File: src/rtl/adc_serial_reader_if.sv
// adc_serial_reader_if: result handshake toward the sample buffer.
// master drives data/valid, slave answers with ready.
interface adc_serial_reader_if #(
  parameter int DATA_BITS = 12
);
  logic [DATA_BITS-1:0] sample_data;
  logic                 sample_valid;
  logic                 sample_ready;

  modport master (
    output sample_data,
    output sample_valid,
    input  sample_ready
  );

  modport slave (
    input  sample_data,
    input  sample_valid,
    output sample_ready
  );
endinterface

File: src/rtl/adc_serial_reader.sv
// adc_serial_reader: CONVST, conversion wait, then one serial frame per sample.
// Optional ADC_AVG_EN: emit the mean of every four frames.
module adc_serial_reader #(
  parameter int CYCLE_COUNT_MAX = 4,
  parameter int HALF_CYCLES     = 2,
  parameter int CNT_W           = 2,
  parameter int DATA_BITS       = 12,
  parameter int CFG_BITS        = 6,
  parameter int CONV_WAIT       = 20
) (
  input  logic                CLOCK_50,
  input  logic                resetN,
  input  logic                clkCounterEn,
  input  logic [CNT_W-1:0]    sclkCounter,
  input  logic                start,
  input  logic                continuous,
  input  logic [CFG_BITS-1:0] cfg_word,
  input  logic                adc_dout,
  output logic                adc_convst,
  output logic                adc_sclk,
  output logic                adc_din,
  adc_serial_reader_if.master smp,
  output logic                overrun,
  input  logic                overrun_clr,
  output logic                busy
);

  typedef enum logic [1:0] {
    IDLE,
    CONV,
    SHIFT,
    DONE
  } state_t;

  localparam int CW_W = $clog2(CONV_WAIT + 1);
  localparam int BC_W = $clog2(DATA_BITS + 1);

  localparam logic [CNT_W-1:0] PH_HI =
    CNT_W'(HALF_CYCLES);
  localparam logic [CNT_W:0] PH_END =
    (CNT_W+1)'(CYCLE_COUNT_MAX);
  localparam logic [CW_W-1:0] CW_LAST =
    CW_W'(CONV_WAIT - 1);
  localparam logic [CW_W-1:0] CW_ONE = CW_W'(1);
  localparam logic [BC_W-1:0] BC_LAST =
    BC_W'(DATA_BITS - 1);
  localparam logic [BC_W-1:0] BC_ONE = BC_W'(1);

  state_t state;
  state_t state_nxt;

  logic rise_ev;
  logic fall_ev;
  logic sclk_ph;

  logic arm;
  logic conv_end;
  logic conv_tick;
  logic go_shift;
  logic bit_tick;
  logic din_tick;
  logic done;

  logic                 pend;
  logic [CW_W-1:0]      conv_cnt;
  logic [BC_W-1:0]      bit_cnt;
  logic [CFG_BITS-1:0]  cfg_sr;
  logic [DATA_BITS-1:0] res_sr;

  logic                 load;
  logic [DATA_BITS-1:0] load_val;
  logic [DATA_BITS-1:0] data_q;
  logic                 valid_q;

  assign rise_ev = clkCounterEn && (sclkCounter == PH_HI);
  assign fall_ev = clkCounterEn && (sclkCounter == '0);

  // high half of the SCLK period, bounded by the generator wrap
  assign sclk_ph = (sclkCounter >= PH_HI) &&
                   ({1'b0, sclkCounter} < PH_END);

  // state register and its registered busy image
  always_ff @(posedge CLOCK_50 or negedge resetN) begin
    if (!resetN) begin
      state <= IDLE;
      busy  <= 1'b0;
    end else begin
      state <= state_nxt;
      busy  <= (state_nxt != IDLE);
    end
  end

  // next state and per-event datapath strobes
  always_comb begin
    state_nxt = state;
    arm       = 1'b0;
    conv_end  = 1'b0;
    conv_tick = 1'b0;
    go_shift  = 1'b0;
    bit_tick  = 1'b0;
    din_tick  = 1'b0;
    done      = 1'b0;
    unique case (state)
      IDLE: begin
        if (fall_ev && start) begin
          arm       = 1'b1;
          state_nxt = CONV;
        end
      end
      CONV: begin
        if (fall_ev) begin
          unique case (1'b1)
            pend: arm = 1'b1;
            (!pend && adc_convst): conv_end = 1'b1;
            (!pend && !adc_convst &&
             conv_cnt == CW_LAST): begin
              go_shift  = 1'b1;
              state_nxt = SHIFT;
            end
            default: conv_tick = 1'b1;
          endcase
        end
      end
      SHIFT: begin
        if (rise_ev) begin
          bit_tick = 1'b1;
          if (bit_cnt == BC_LAST) begin
            state_nxt = DONE;
          end
        end
        if (fall_ev) begin
          din_tick = 1'b1;
        end
      end
      DONE: begin
        done      = 1'b1;
        state_nxt = continuous ? CONV : IDLE;
      end
      default: state_nxt = IDLE;
    endcase
  end

  // convst pulse, wait count, config shift-out and result shift-in
  always_ff @(posedge CLOCK_50 or negedge resetN) begin
    if (!resetN) begin
      adc_convst <= 1'b0;
      adc_din    <= 1'b0;
      adc_sclk   <= 1'b0;
      pend       <= 1'b0;
      conv_cnt   <= '0;
      bit_cnt    <= '0;
      cfg_sr     <= '0;
      res_sr     <= '0;
    end else begin
      if (arm) begin
        cfg_sr     <= cfg_word;
        adc_convst <= 1'b1;
        pend       <= 1'b0;
      end
      if (conv_end) begin
        adc_convst <= 1'b0;
      end
      if (conv_tick) begin
        conv_cnt <= conv_cnt + CW_ONE;
      end
      if (go_shift || din_tick) begin
        adc_din <= cfg_sr[CFG_BITS-1];
        cfg_sr  <= cfg_sr << 1;
      end
      if (go_shift) begin
        conv_cnt <= '0;
        bit_cnt  <= '0;
      end
      if (bit_tick) begin
        res_sr  <= {res_sr[DATA_BITS-2:0], adc_dout};
        bit_cnt <= bit_cnt + BC_ONE;
      end
      if (done) begin
        adc_din <= 1'b0;
        pend    <= continuous;
      end
      adc_sclk <= (state == SHIFT) && sclk_ph;
    end
  end

`ifdef ADC_AVG_EN
  logic                 avg_clr;
  logic [1:0]           fcnt;
  logic [DATA_BITS+1:0] acc;
  logic [DATA_BITS+1:0] acc_sum;

  assign avg_clr  = (state == IDLE) && !start;
  assign acc_sum  = acc + {2'b00, res_sr};
  assign load     = done && (fcnt == 2'd3);
  assign load_val = acc_sum[DATA_BITS+1:2];

  // four-frame accumulator, restarted after each averaged load
  always_ff @(posedge CLOCK_50 or negedge resetN) begin
    if (!resetN) begin
      fcnt <= '0;
      acc  <= '0;
    end else if (done) begin
      fcnt <= fcnt + 2'd1;
      acc  <= (fcnt == 2'd3) ? '0 : acc_sum;
    end else if (avg_clr) begin
      fcnt <= '0;
      acc  <= '0;
    end
  end
`else
  assign load     = done;
  assign load_val = res_sr;
`endif

  // result holding register, handshake and sticky overrun
  always_ff @(posedge CLOCK_50 or negedge resetN) begin
    if (!resetN) begin
      data_q  <= '0;
      valid_q <= 1'b0;
      overrun <= 1'b0;
    end else begin
      if (load) begin
        data_q  <= load_val;
        valid_q <= 1'b1;
      end else if (smp.sample_ready) begin
        valid_q <= 1'b0;
      end
      if (load && valid_q && !smp.sample_ready) begin
        overrun <= 1'b1;
      end else if (overrun_clr) begin
        overrun <= 1'b0;
      end
    end
  end

  assign smp.sample_data  = data_q;
  assign smp.sample_valid = valid_q;

endmodule

File: src/flat_wrapper.sv
// flat-port wrapper written by rule: the top's interface ports become plain ports
module adc_serial_reader_flat 
#(
  parameter int CYCLE_COUNT_MAX = 4,
  parameter int HALF_CYCLES     = 2,
  parameter int CNT_W           = 2,
  parameter int DATA_BITS       = 12,
  parameter int CFG_BITS        = 6,
  parameter int CONV_WAIT       = 20
)
  (CLOCK_50, resetN, clkCounterEn, sclkCounter, start, continuous, cfg_word, adc_dout, adc_convst, adc_sclk, adc_din, overrun, overrun_clr, busy, smp_sample_data, smp_sample_valid, smp_sample_ready);
  adc_serial_reader_if #(.DATA_BITS(DATA_BITS)) smp_i ();
  input  logic CLOCK_50;
  input  logic resetN;
  input  logic clkCounterEn;
  input  logic [CNT_W-1:0] sclkCounter;
  input  logic start;
  input  logic continuous;
  input  logic [CFG_BITS-1:0] cfg_word;
  input  logic adc_dout;
  output logic adc_convst;
  output logic adc_sclk;
  output logic adc_din;
  output logic overrun;
  input  logic overrun_clr;
  output logic busy;
  output wire logic [$bits(smp_i.sample_data)-1:0] smp_sample_data;
  output wire logic [$bits(smp_i.sample_valid)-1:0] smp_sample_valid;
  input wire logic [$bits(smp_i.sample_ready)-1:0] smp_sample_ready;
  assign smp_sample_data = smp_i.sample_data;
  assign smp_sample_valid = smp_i.sample_valid;
  assign smp_i.sample_ready = smp_sample_ready;
  adc_serial_reader #(.CYCLE_COUNT_MAX(CYCLE_COUNT_MAX), .HALF_CYCLES(HALF_CYCLES), .CNT_W(CNT_W), .DATA_BITS(DATA_BITS), .CFG_BITS(CFG_BITS), .CONV_WAIT(CONV_WAIT)) u_core (.CLOCK_50(CLOCK_50), .resetN(resetN), .clkCounterEn(clkCounterEn), .sclkCounter(sclkCounter), .start(start), .continuous(continuous), .cfg_word(cfg_word), .adc_dout(adc_dout), .adc_convst(adc_convst), .adc_sclk(adc_sclk), .adc_din(adc_din), .smp(smp_i), .overrun(overrun), .overrun_clr(overrun_clr), .busy(busy));
endmodule
File: config.mk
export PLATFORM = sky130hd
export DESIGN_NAME = adc_serial_reader_flat
export DESIGN_NICKNAME = d
export VERILOG_FILES = /design/src/rtl/adc_serial_reader_if.sv /design/src/rtl/adc_serial_reader.sv /design/src/flat_wrapper.sv
export SDC_FILE = /design/constraint.sdc
export NUM_CORES = 1
export LEC_CHECK = 0
export BUFFER_PORTS_ARGS = -buffer_cell sky130_fd_sc_hd__buf_2
export CORE_UTILIZATION = 35
export DETAILED_ROUTE_END_ITERATION = 8
export PLACE_DENSITY_LB_ADDON = 0.1
export REMOVE_ABC_BUFFERS = 1
export SETUP_SLACK_MARGIN = 0.2
export SYNTH_ARGS = -nofsm -noshare
export SYNTH_HDL_FRONTEND = slang
export SYNTH_SLANG_ARGS = --single-unit
File: constraint.sdc
create_clock -name CLOCK_50 -period 2.1 [get_ports CLOCK_50]
set_input_delay 0.105 -clock CLOCK_50 [delete_from_list [all_inputs] [get_ports CLOCK_50]]
set_output_delay 0.105 -clock CLOCK_50 [all_outputs]
set_load 0.01 [all_outputs]
# Yosys cells after proc, flatten, opt, wreduce, memory -nomap -nowiden
# Cells that the tools add are included.
# Widths: inputs -> output; s select.
[word_totals]
register_bits = 48
inputBits = 16
elab_cells = 88
[classes]
n_addsub = 2
n_lt_le_gt_ge = 1
eq_ne = 6
mux = 41
n_reduce_logical = 25
[ops]
columns = ["cell", "n"]
rows = [
  ["$mux 1", 28],
  ["$reduce_bool 2->1", 9],
  ["$mux 6", 2],
  ["$mux 2", 5],
  ["$mux 5", 2],
  ["$logic_and 1x1->1", 9],
  ["$mux 4", 2],
  ["$pmux 2 s4", 1],
  ["$eq 2x2->1 const B", 3],
  ["$add 5x1->5 const B", 1],
  ["$eq 5x5->1 const B", 1],
  ["$add 4x1->4 const B", 1],
  ["$eq 4x4->1 const B", 1],
  ["$logic_not 2->1", 2],
  ["$logic_not 1->1", 3],
  ["$reduce_or 3->1", 1],
  ["$eq 2x1->1 const B", 1],
  ["$ge 2x2->1 const B", 1],
  ["$pmux 1 s2", 1],
  ["$logic_or 1x1->1", 1],
]

# Depth between registers and ports, before layout
# Gate-level depths: netlist of run 1.
[depth]
depth_word = 9
ltp_mapped = 7
depth_no_buf = 5

# Least setup slack after synthesis of run 1
# OpenSTA, ideal clock, no wires.
[synth_path]
path_type = "register to register"
from = "reg u_core.state[1]"
to = "reg u_core.cfg_sr[1]"
setup_time_ns = 0.125
arrival_time_ns = 1.597
t_required_ns = 1.975
setup_slack_ns = 0.378
path_stages_with_launch = 6
path_buffers = 1
cell_sequence = "dfrtp_1 -> buf_6 -> nor4b_4 -> nand4_1 -> o21ai_2 -> mux2_2"
[synth_via]
elab_chain_cells = 4
elab_cells_between_ends = 9
cone_classes = "eq/ne: 2; mux: 4; reduce/logical: 3"
[synth_rtl]
columns = ["item", "line_no", "rtl"]
rows = [
  ["start: declaration", "adc_serial_reader.sv:49", "state_t state;"],
  ["start signal: assignment", "adc_serial_reader.sv:88", "state <= state_nxt;"],
  ["$eq 2x1->1 / $eq 2x2->1 (equally long branches)", "adc_serial_reader.sv:103", "unique case (state)"],
  ["$mux 1", "adc_serial_reader.sv:103", ""],
  ["$logic_or 1x1->1", "adc_serial_reader.sv:166", "if (go_shift || din_tick) begin"],
  ["$mux 6 / $reduce_bool 2->1 (equally long branches)", "n/a", ""],
  ["end signal: assignment", "adc_serial_reader.sv:156", "cfg_sr <= cfg_word;"],
  ["end signal: assignment", "adc_serial_reader.sv:168", "cfg_sr <= cfg_sr << 1;"],
  ["end: declaration", "adc_serial_reader.sv:67", "logic [CFG_BITS-1:0] cfg_sr;"],
]
# Parallel ways exist; a longest one is shown, timed or not.
# A chain may end at the register's enable or synchronous reset.

# Worst setup path after layout of run 1
[layout_path]
from = "reg u_core.conv_cnt[0]"
to = "reg u_core.cfg_sr[2]"
[layout_via]
elab_chain_cells = 7
elab_cells_between_ends = 8
cone_classes = "eq/ne: 1; mux: 4; reduce/logical: 3"
[layout_rtl]
columns = ["item", "line_no", "rtl"]
rows = [
  ["start: declaration", "adc_serial_reader.sv:65", "logic [CW_W-1:0] conv_cnt;"],
  ["start signal: assignment", "adc_serial_reader.sv:164", "conv_cnt <= conv_cnt + CW_ONE;"],
  ["$eq 5x5->1 *", "adc_serial_reader.sv:116", "conv_cnt == CW_LAST): begin"],
  ["$logic_and 1x1->1 *", "adc_serial_reader.sv:115", "(!pend && !adc_convst &&"],
  ["$mux 1 *", "adc_serial_reader.sv:112", "unique case (1'b1)"],
  ["$mux 1 *", "adc_serial_reader.sv:111", "if (fall_ev) begin"],
  ["$mux 1 *", "adc_serial_reader.sv:103", ""],
  ["$logic_or 1x1->1 *", "adc_serial_reader.sv:166", ""],
  ["$mux 6 / $reduce_bool 2->1 (equally long branches)", "n/a", ""],
]
# Mark *: on every way between the ends. The rest lies on a longest branch, timed or not.

==> results.md, run 1 <==
* Num ports at 34
* Pwr dens at 843.8 nW/µm²
* Drt wl/cell at 13.15 µm
* Worst hold path depth at 3
* Worst Setup Start Kind: flop
* Setup TNS at 0 ns
* Met3 WL at 155 µm
* Skew final at 0.005475 ns
* Die height at 80.12 µm
* DRT antenna net count at 0
* Clk slew on worst S/H paths at 0.09 ns
* Core ar. at 5886 µm²
* Static Leak at 1.358 nW
* Number of global-route vias before repair at 1,498
* CTS Root Cell: clkbuf_8
* R2r setup slk at 0.33 ns
* DIE WIDTH at 80.12 µm
* Final Core Density at 0.4398
* Seq/Total Area, Yosys at 0.5624
* Starting Density at 0.3629
* Async set-reset flop share out of synthesis at 1.000
* Worst-Margin Slew at 0.5261 ns
* Min cycle time layout at 1.770 ns
* CTS Buf Count at 5
* Total power at 0.002184 W
* Total Routing Usage GR at 0.1465
* Number of synthesized register bits at 48
* Class of the worst hold path: primary input to flop
* Hold Path End: u_core.cfg_sr[0]
* Initial drt markers at 52
* DP Wirelength at 2.865 mm
* Final setup violation count at 0
* Initial antenna violation count at 0
* Via-to-Cell Ratio at 4.812
* Vias post-DR at 1,511
* Layout cells sized above 1 at 0.3431
* Hold WS at 0.05544 ns
* CP max FO at 6
* Count of pins over their slew limit at 0
* Clock sink total at 48
* EDFF count, synth at 0
* VDD IR max at 453.3 µV
* CP Cell Sequence: ha_1 > and4bb_2 > nand4_1 > o21ai_4 > mux2_2
* Top sig layer: met4
* Hold path start: cfg_word[0]
* Placer Congestion at 0.7530
* Reg2Reg Capture Point: u_core.cfg_sr[2]
* P&R area growth vs syn at 21.21%
* First-pass GRT wire length at 7.058 mm
* 1st-pass router iterations at 4
* Layout Cells excl Fill at 314
* RSZ-0062 raised after global routing: no
* R2R cell count at 5
* Max-Cap Viols at 0
* Placed cell count at 301
* CTS tree: done
* Primary FF master, synth: dfrtp_1
* Max Buffers Root-to-Sink at 2
* Crit path kind: flop to flop
* Reg2reg start: u_core.conv_cnt[0]
* Std cell rows at 28
* Syn Std Cell Area at 2136 µm²
* Final WL at 4.129 mm
* Worst-skew pair later-pin latency at 0.30 ns
* Worst slew margin at 0.6493
* Synth warnings at 0
* Slowest CP cell: dfrtp_1
* Crit path DAT at 1.96 ns
* Crit-path max cell delay at 0.40 ns
* Die area at 6418 µm²
* Final layout net count at 256
* Grt total ovfl at 0
* Number of port buffers at 33
* Largest net degree at the start of global routing at 24
* Final hold violation count at 0
* # DRC at 0
* Wl on met1 at 1.971 mm
* Routed wl met2 at 1.944 mm
* Outcome: finished clean
* F_max at 0.5650 GHz
* Syn_area_per_cell at 11.30 µm²
* Diodes inserted at 0
* CTS H-tree lvls at 2
* Count of cell types in the netlist at 37
* Req. time, crit path at 2.29 ns
* Critical Path End Type: flop
* Post-Synthesis Cells at 189
* Final period util at 0.8429
-- synth_stat cells (all sizes together) (4+ instances only) --
cell type / count / area [µm²]
nor2: 5 / 18.77
a21oi: 4 / 20.02
nor3: 4 / 31.28
dfrtp: 48 / 1201
nand2b: 5 / 31.28
mux2: 22 / 247.7
o21ai: 6 / 33.78
nand3: 6 / 30.03
buf: 5 / 31.28
nand2: 47 / 176.4
-- flip-flops by register name, indices dropped and copies added (netlist names), 2 cells and up --
register and cells:
u_core.bit_cnt 4, u_core.state 2, u_core.smp.sample_data 12, u_core.cfg_sr 6, u_core.load_val 12, u_core.conv_cnt 5
-- per-stage QoR --
stage / worst slack [ns] / instance area, µm²
4_1_cts: 0.2622 / 2566
3_3_place_gp: 0.3091 / 2440
6_report: 0.3300 / 2589
5_1_grt: 0.2161 / 2589
3_5_place_dp: 0.2706 / 2440
2_1_floorplan: 0.1177 / 2101
-- worst max-delay path by stage --
stage	start	endpoint	slack (ns)
3_5_place_dp	u_core.conv_cnt[0]	u_core.cfg_sr[3]	0.27
2_1_floorplan	u_core.state[0]	u_core.bit_cnt[2]	0.12
4_1_cts	u_core.conv_cnt[0]	u_core.cfg_sr[2]	0.26
3_3_place_gp	sclkCounter[0]	u_core.cfg_sr[1]	0.31
5_1_grt	u_core.conv_cnt[0]	u_core.cfg_sr[2]	0.22
6_report	u_core.conv_cnt[0]	u_core.cfg_sr[2]	0.33
-- cells by family (layout without fill, tap and decap cells) --
logic type,Yosys count,in the layout,synth area share
buffers and inverters,9,59,0.02167
adder cells (fa/ha/maj),2,2,0.01171
AO/OA/AOI/OAI,21,21,0.06679
flip-flops,48,48,0.5624
XOR/XNOR,2,2,0.008203
AND/OR/NAND/NOR,83,83,0.2039
multiplexers,24,24,0.1254
-- metal layers --
metal,GRT usage,vias to the layer above
met1,0.1898,729
met2,0.2368,27
met4,0.05357,0
met3,0.03636,5
met5,0,-
li1,-,750
-- layout make-up --
cell class              instances  area, µm²
flip-flops and latches         48       1201
repair buffers                 48      285.3
well taps                      75      93.84
multi-input cells             132      900.9
clock inverters                 2      13.76
inverters                       3      11.26
fillers                       599       3297
clock buffers                   6      82.58
-- report_power, final --
group / leakage (nW) / internal, W / switching (W)
Sequential: 0.636 / 0.00108 / 0.000114
Combinational: 0.670 / 0.000196 / 0.000208
Clock: 0.0516 / 0.000270 / 0.000313
Total: 1.36 / 0.00155 / 0.000635
-- what timing repair did --
item                       4_1_cts  5_1_grt
resized for setup                0        1
hold buffers                     3        0
buffers inserted                 0        2
setup endpoints to repair        0        5
hold endpoints to repair        23        0
-- critical path: cells and delay by family, from the launching register on --
| kind | cells | cell delay (ns) |
|---|---|---|
| DFF | 1 | 0.40 |
| and+or+nand+nor | 2 | 0.49 |
| adders and majority gates | 1 | 0.20 |
| AOI/OAI and AO/OA | 1 | 0.20 |
| muxes | 1 | 0.37 |
-- cells in the final DEF (no fill, tap or decap), types with 2 or more instances in the layout --
cell           count
a21o_1             3
a21oi_1            4
a22o_1             2
buf_2             33
buf_4             12
clkbuf_8           6
dfrtp_1           48
dlygate4sd3_1      3
ha_1               2
inv_1              3
mux2_2            22
mux2i_1            2
nand2_1           47
nand2b_1           5
nand3_1            6
nand3b_1           3
nand4_1            3
nand4bb_1          2
nor2_1             5
nor3_1             3
o21ai_0            5
Note: power is estimated with default switching activity, not from simulation.
==> run 2: changes to the inputs <==
==> constraint.sdc (replaced) <==
create_clock -name CLOCK_50 -period 1.4 [get_ports CLOCK_50]
set_input_delay 0.07 -clock CLOCK_50 [delete_from_list [all_inputs] [get_ports CLOCK_50]]
set_output_delay 0.07 -clock CLOCK_50 [all_outputs]
set_load 0.01 [all_outputs]
==> run 2 against run 1 <==
  * Clock skew grew 0.0016 ns
  * Register-to-register slack lost 0.57 ns
  * Clock power grew 85%
  * Sequential share of layout area shrank 9.5 points
  * The run now ends with design-rule violations, negative setup slack left
  * Global-route usage grew 1.8 points
  * Final cell count grew 12%
  * Largest power group unchanged
  * Combinational power grew 130%
  * Sequential power grew 53%
==> results.md, run 2 (same netlist as run 1, synthesis figures left out) <==
* Outcome: complete, but fails checks
* Failing checks: design-rule violations, negative setup slack
* First-pass GRT wire length at 7.886 mm (+12%)
* Worst Setup Start Kind: flop
* RSZ-0062 raised after global routing: yes
* Met3 WL at 132 µm (-15%)
* Class of the worst hold path: primary input to flop
* Req. time, crit path at 1.60 ns (-0.69 ns)
* Max-Cap Viols at 0 (unchanged)
* Diodes inserted at 0 (unchanged)
* CTS tree: done
* Largest net degree at the start of global routing at 49 (+100%)
* Family with the most delay on the worst path: multiplexers
* Starting Density at 0.3629 (unchanged)
* CP Cell Sequence: buf_4 > nor3_4 > buf_4 > mux2_2 > mux2_4
* CTS H-tree lvls at 2 (unchanged)
* VDD IR max at 819.1 µV (+81%)
* DRT antenna net count at 0 (unchanged)
* Worst-skew pair later-pin latency at 0.30 ns (about the same)
* Num ports at 34 (unchanged)
* Layout cells sized above 1 at 0.5647 (+0.2217)
* CP most frequent cell: buf_4
* Final period util at 1.171 (+0.3285)
* Sw Pwr at 0.001126 W (+77%)
* Final setup margin at -0.2400 ns (-0.5699 ns)
* 1st-pass router iterations at 6 (+2)
* Switch share at 0.2912 (+0.0005473)
* Drt wl/cell at 13.57 µm (+3.2%)
* Final setup violation count at 26 (+26)
* Total Routing Usage GR at 0.1647 (+0.01819)
* Count of pins over their slew limit at 0 (unchanged)
* Vias post-DR at 1,691 (+12%)
* Crit-path max cell delay at 0.46 ns (+0.06 ns)
* Critical Path End Type: flop
* Static Leak at 1.746 nW (+29%)
* Comb power frac at 0.245 (+0.060)
* Most frequent cells in the layout: dfrtp_1 (46), buf_2 (33), nand2_1 (28), buf_4 (28)
* Die area at 6418 µm² (unchanged)
* Worst-Margin Slew at 0.3522 ns (-0.1739 ns)
* Top sig layer: met4
* Setup TNS at -4.125 ns (-4.125 ns)
* DIE WIDTH at 80.12 µm (unchanged)
* Slowest CP cell: dfrtp_2
* Worst slew margin at 0.7647 (+0.1154)
* Routed wl met2 at 2.389 mm (+23%)
* Min cycle time layout at 1.640 ns (-0.1301 ns)
* Commonest non-fill, non-tap cell in the layout: dfrtp_1
* Initial drt markers at 51 (-1.9%)
* F_max at 0.6098 GHz (+7.9%)
* Crit path DAT at 1.84 ns (-0.12 ns)
* DP Area at 2645 µm² (+8.4%)
* Via-to-Cell Ratio at 4.790 (-0.45%)
* Final layout net count at 295 (+15%)
* Initial antenna violation count at 0 (unchanged)
* Fill count at 509 (-15%)
* Number of global-route vias before repair at 1,665 (+11%)
* CTS Root Cell: clkbuf_8
* Final Cell Area at 3266 µm² (+26%)
* CP max FO at 4 (-2)
* Placement Setup Slack at -0.2999 ns (-0.5705 ns)
* Clock power share at 0.279 (+0.012)
* Die height at 80.12 µm (unchanged)
* Crit path kind: flop to flop
* Clk slew on worst S/H paths at 0.09 ns (about the same)
* DP Wirelength at 2.980 mm (+4.0%)
* Max Buffers Root-to-Sink at 2 (unchanged)
* Pwr dens at 1184 nW/µm² (+40%)
* Wl on met1 at 2.225 mm (+13%)
* Final hold violation count at 0 (unchanged)
* Final Core Density at 0.5548 (+0.1150)
* Hold WS at 0.01827 ns (-0.03717 ns)
* Skew final at 0.007062 ns (+0.001587 ns)
* Grt total ovfl at 0 (unchanged)
* Buf+Inv Stages, Crit Path at 2 (+2)
* Internal at 0.002741 W (+77%)
* Placer Congestion at 0.7287 (-3.2%)
* Number of port buffers at 33 (unchanged)
* Clock sink total at 48 (unchanged)
* # DRC at 1 (+1)
* Register share of total power at 0.476 (-0.072)
* Final WL at 4.790 mm (+16%)
* CTS Buf Count at 5 (unchanged)
* P&R area growth vs syn at 52.90%
* Std cell rows at 28 (unchanged)
* Core ar. at 5886 µm² (unchanged)
==> run 2: changes by cell type in the layout (fill, tap and decap cells not counted), sizes merged <==
cell,change
buf,+39
bufinv,+1
inv,-1
==> run 2: path summary, 6_finish.rpt <==
| check | slack, ns | to | start | cells after the start |
|---|---|---|---|---|
| max | -0.24 | u_core.cfg_sr[3] | u_core.state[1] | 5 |
| min | 0.02 | u_core.cfg_sr[0] | cfg_word[0] | 3 |
| max reg2reg | -0.24 | u_core.cfg_sr[3] | u_core.state[1] | 5 |
| min reg2reg | 0.48 | u_core.load_val[11] | u_core.load_val[11] | 2 |
| max in group asynchronous | 0.89 | u_core.state[0] | resetN | 3 |
| min in group asynchronous | 0.26 | u_core.adc_din | resetN | 3 |
==> run 2: timing repair <==
action,CTS,global route
hold endpoints to repair,50,0
setup buffers,13,2
resized for setup,50,41
gates cloned,2,0
hold buffers,3,0
pin swaps,26,17
endpoints found under the setup margin,45,47
==> run 2: area by class of cell <==
cell class | instances | area [µm²] | share of cell area
Tap cell | 75 | 93.84 | 0.02874
Multi-Input combinational cell | 132 | 1121 | 0.3433
Sequential cell | 48 | 1204 | 0.3686
Clock inverter | 2 | 38.79 | 0.01188
Inverter | 3 | 11.26 | 0.003448
Clock buffer | 6 | 82.58 | 0.02529
Timing Repair Buffer | 87 | 714.4 | 0.2188
==> run 2: layer usage <==
layer | GRT usage | vias to the layer above
li1 | - | 830
met5 | 0 | -
met3 | 0.03409 | 5
met2 | 0.2778 | 22
met1 | 0.2108 | 834
met4 | 0.05357 | 0
==> run 2: power groups by stage <==
stage / clock [W] / sequential, W / combinational [W]
after floorplan: 0 / 0.00183 / 0.000345
after global placement: 0 / 0.00182 / 0.000705
after detailed placement: 0 / 0.00182 / 0.000712
after CTS: 0.00111 / 0.00181 / 0.000868
after global routing: 0.00117 / 0.00188 / 0.00105
final: 0.00108 / 0.00184 / 0.000947
==> run 2: metrics by stage <==
stage | std cells | total power [W]
finish | 353 | 0.003868
global route | 353 | 0.004093
CTS | 351 | 0.003787
detailed placement | 325 | 0.002537
global placement | 325 | 0.002529
floorplan | 183 | 0.002177
==> run 2: worst min-delay path: cells and delay by family <==
family / cells / cell delay [ns]
simple gates: 1 / 0.08
buf+inv: 1 / 0.07
mux: 1 / 0.07
==> run 3: changes to the inputs <==
--- a/config.mk
+++ b/config.mk
@@ -7,6 +7,7 @@
 export LEC_CHECK = 0
 export BUFFER_PORTS_ARGS = -buffer_cell sky130_fd_sc_hd__buf_2
 export CORE_UTILIZATION = 35
+export CTS_BUF_LIST = sky130_fd_sc_hd__clkbuf_16
 export DETAILED_ROUTE_END_ITERATION = 8
 export PLACE_DENSITY_LB_ADDON = 0.1
 export REMOVE_ABC_BUFFERS = 1
@@ -14,3 +15,4 @@
 export SYNTH_ARGS = -nofsm -noshare
 export SYNTH_HDL_FRONTEND = slang
 export SYNTH_SLANG_ARGS = --single-unit
+export TNS_END_PERCENT = 5
==> run 3 against run 2 <==
  * The run still ends with design-rule violations, negative setup slack left
  * Wire length shrank 9.0%
  * Hold slack better by 0.028 ns
  * Global-route usage decreased by 0.76 points
  * Utilization shrank 4.7 points
  * Critical path type unchanged
  * Design area down 8.5%
==> results.md, run 3 (same netlist as run 1, synthesis figures left out) <==
* Num ports at 34 (unchanged)
* Seq. cell area at 1202 µm² (-0.10%)
* Initial drt markers at 57 (+12%)
* Min cycle time layout at 1.621 ns (-0.01918 ns)
* Class of the worst hold path: primary input to flop
* Drt wl/cell at 12.85 µm (-5.3%)
* CTS Root Cell: clkbuf_16
* Final setup margin at -0.2208 ns (+0.01918 ns)
* Total Routing Usage GR at 0.1571 (-0.007625)
* CTS tree: done
* DP Area at 2645 µm² (unchanged)
* Final Core Density at 0.5077 (-0.04719)
* CTS Buf Count at 5 (unchanged)
* DIE WIDTH at 80.12 µm (unchanged)
* Initial antenna violation count at 0 (unchanged)
* Starting Density at 0.3629 (unchanged)
* Diodes inserted at 0 (unchanged)
* RSZ-0062 raised after global routing: yes
* # DRC at 1 (unchanged)
* Final layout net count at 281 (-4.7%)
* Vias post-DR at 1,604 (-5.1%)
* Failing checks: design-rule violations, negative setup slack
* Final WL at 4.357 mm (-9.0%)
* Via-to-Cell Ratio at 4.732 (-1.2%)
* Max-Cap Viols at 0 (unchanged)
* Clock sink total at 48 (unchanged)
* Core ar. at 5886 µm² (unchanged)
* Crit path DAT at 1.79 ns (-0.05 ns)
* Largest net degree at the start of global routing at 49 (unchanged)
* Final setup violation count at 26 (unchanged)
* Pwr dens at 1323 nW/µm² (+12%)
* Multi-input combinational cell area at 992.2 µm² (-11%)
* Worst-skew pair later-pin latency at 0.29 ns (about the same)
* GR met3 Demand/Resource at 0.03068 (-0.003409)
* DRT antenna net count at 0 (unchanged)
* Critical Path Source: u_core.state[1]
* Crit path kind: flop to flop
* Final hold violation count at 0 (unchanged)
* Number of global-route vias before repair at 1,599 (-4.0%)
* Setup TNS at -2.594 ns (+1.531 ns)
* Die height at 80.12 µm (unchanged)
* Die area at 6418 µm² (unchanged)
* Critical Path End Type: flop
* Clk slew on worst S/H paths at 0.06 ns (-0.03 ns)
* Reg2reg start: u_core.state[1]
* Std cell rows at 28 (unchanged)
* Commonest non-fill, non-tap cell in the layout: dfrtp_1
* Met2 Usage GRT at 0.2479 (-0.02991)
* Layout cells sized above 1 at 0.4545 (-0.1102)
* Most frequent cells in the layout: dfrtp_1 (47), nand2_1 (42), buf_2 (33)
* VDD IR max at 685.0 µV (-16%)
* Fill count at 534 (+4.9%)
* Final Cell Area at 2988 µm² (-8.5%)
* Final period util at 1.158 (-0.01370)
* Number of port buffers at 33 (unchanged)
* 1st-pass router iterations at 6 (unchanged)
* CTS H-tree lvls at 2 (unchanged)
* GRT met1 Usage at 0.2092 (-0.001617)
* Req. time, crit path at 1.57 ns (-0.03 ns)
* Grt total ovfl at 0 (unchanged)
* Skew final at 0.005759 ns (-0.001303 ns)
* CP max FO at 5 (+1)
* Worst slew margin at 0.7553 (-0.009345)
* Static Leak at 1.557 nW (-11%)
* Busiest metal layer after global routing: met2
* Worst Setup Start Kind: flop
* First-pass GRT wire length at 7.500 mm (-4.9%)
* Worst-Margin Slew at 0.3662 ns (+0.01399 ns)
* DP Wirelength at 2.980 mm (unchanged)
* Placer Congestion at 0.7287 (unchanged)
* Outcome: complete, but fails checks
* P&R area growth vs syn at 39.89%
* F_max at 0.6170 GHz (+1.2%)
* Hold path start: cfg_word[0]
* Count of pins over their slew limit at 0 (unchanged)
* Max Buffers Root-to-Sink at 2 (unchanged)
[run 3: cell types whose count changed in the layout (fill, tap and decap cells not counted), sizes merged]
cell	previous run	this run
clkinv	1	2
buf	84	70
clkbuf	6	5
[run 3: per-stage QoR]
stage / hold WS [ns] / std cells / total power (W) / setup WS [ns]
after floorplan: -0.2256 / 183 / 0.002177 / -0.5823
after global placement: 0.08104 / 325 / 0.002529 / -0.2648
after detailed placement: 0.08252 / 325 / 0.002537 / -0.2999
after CTS: 0.04477 / 339 / 0.004010 / -0.2369
after global routing: 0.08004 / 339 / 0.004196 / -0.3124
final: 0.04655 / 339 / 0.003953 / -0.2208
[run 3: per-layer routing]
layer,vias up,wire [µm]
li1,805,-
met1,771,2115
met2,21,2045
met3,7,115
met4,0,80
met5,-,0
[run 3: repair_timing]
item	CTS	global route
setup endpoints to repair	45	45
hold endpoints to repair	50	0
setup buffers	3	0
hold buffers	3	0
resized for setup	28	8
pin swaps	15	9
[run 3: power breakdown]
part	leakage (nW)	switching [W]	internal, W
sequential	0.636	0.000176	0.00163
clock	0.0814	0.000517	0.000840
combinational	0.840	0.000368	0.000423
[run 3: worst paths after layout]
kind / end / cells past startpoint / slack, ns
max: u_core.cfg_sr[2] / 5 / -0.22
min: u_core.cfg_sr[0] / 3 / 0.05
max reg2reg: u_core.cfg_sr[2] / 5 / -0.22
min reg2reg: u_core.load_val[11] / 2 / 0.48
max in group asynchronous: u_core.state[1] / 3 / 0.88
min in group asynchronous: u_core.adc_din / 3 / 0.28
[run 3: final cells by class]
class	count	share of cell area
clock buffer	5	0.04188
sequential	48	0.4024
inverter	3	0.003769
tap	75	0.03141
timing repair buffer	73	0.1742
multi-input combinational	132	0.3321
clock inverter	3	0.01424
[run 3: critical path, stage by stage (launching register included)]
cell and delay [ns]:
dfrtp_2 0.44, buf_4 0.15, nor3_4 0.16, buf_4 0.16, mux2_2 0.33, mux2_4 0.26
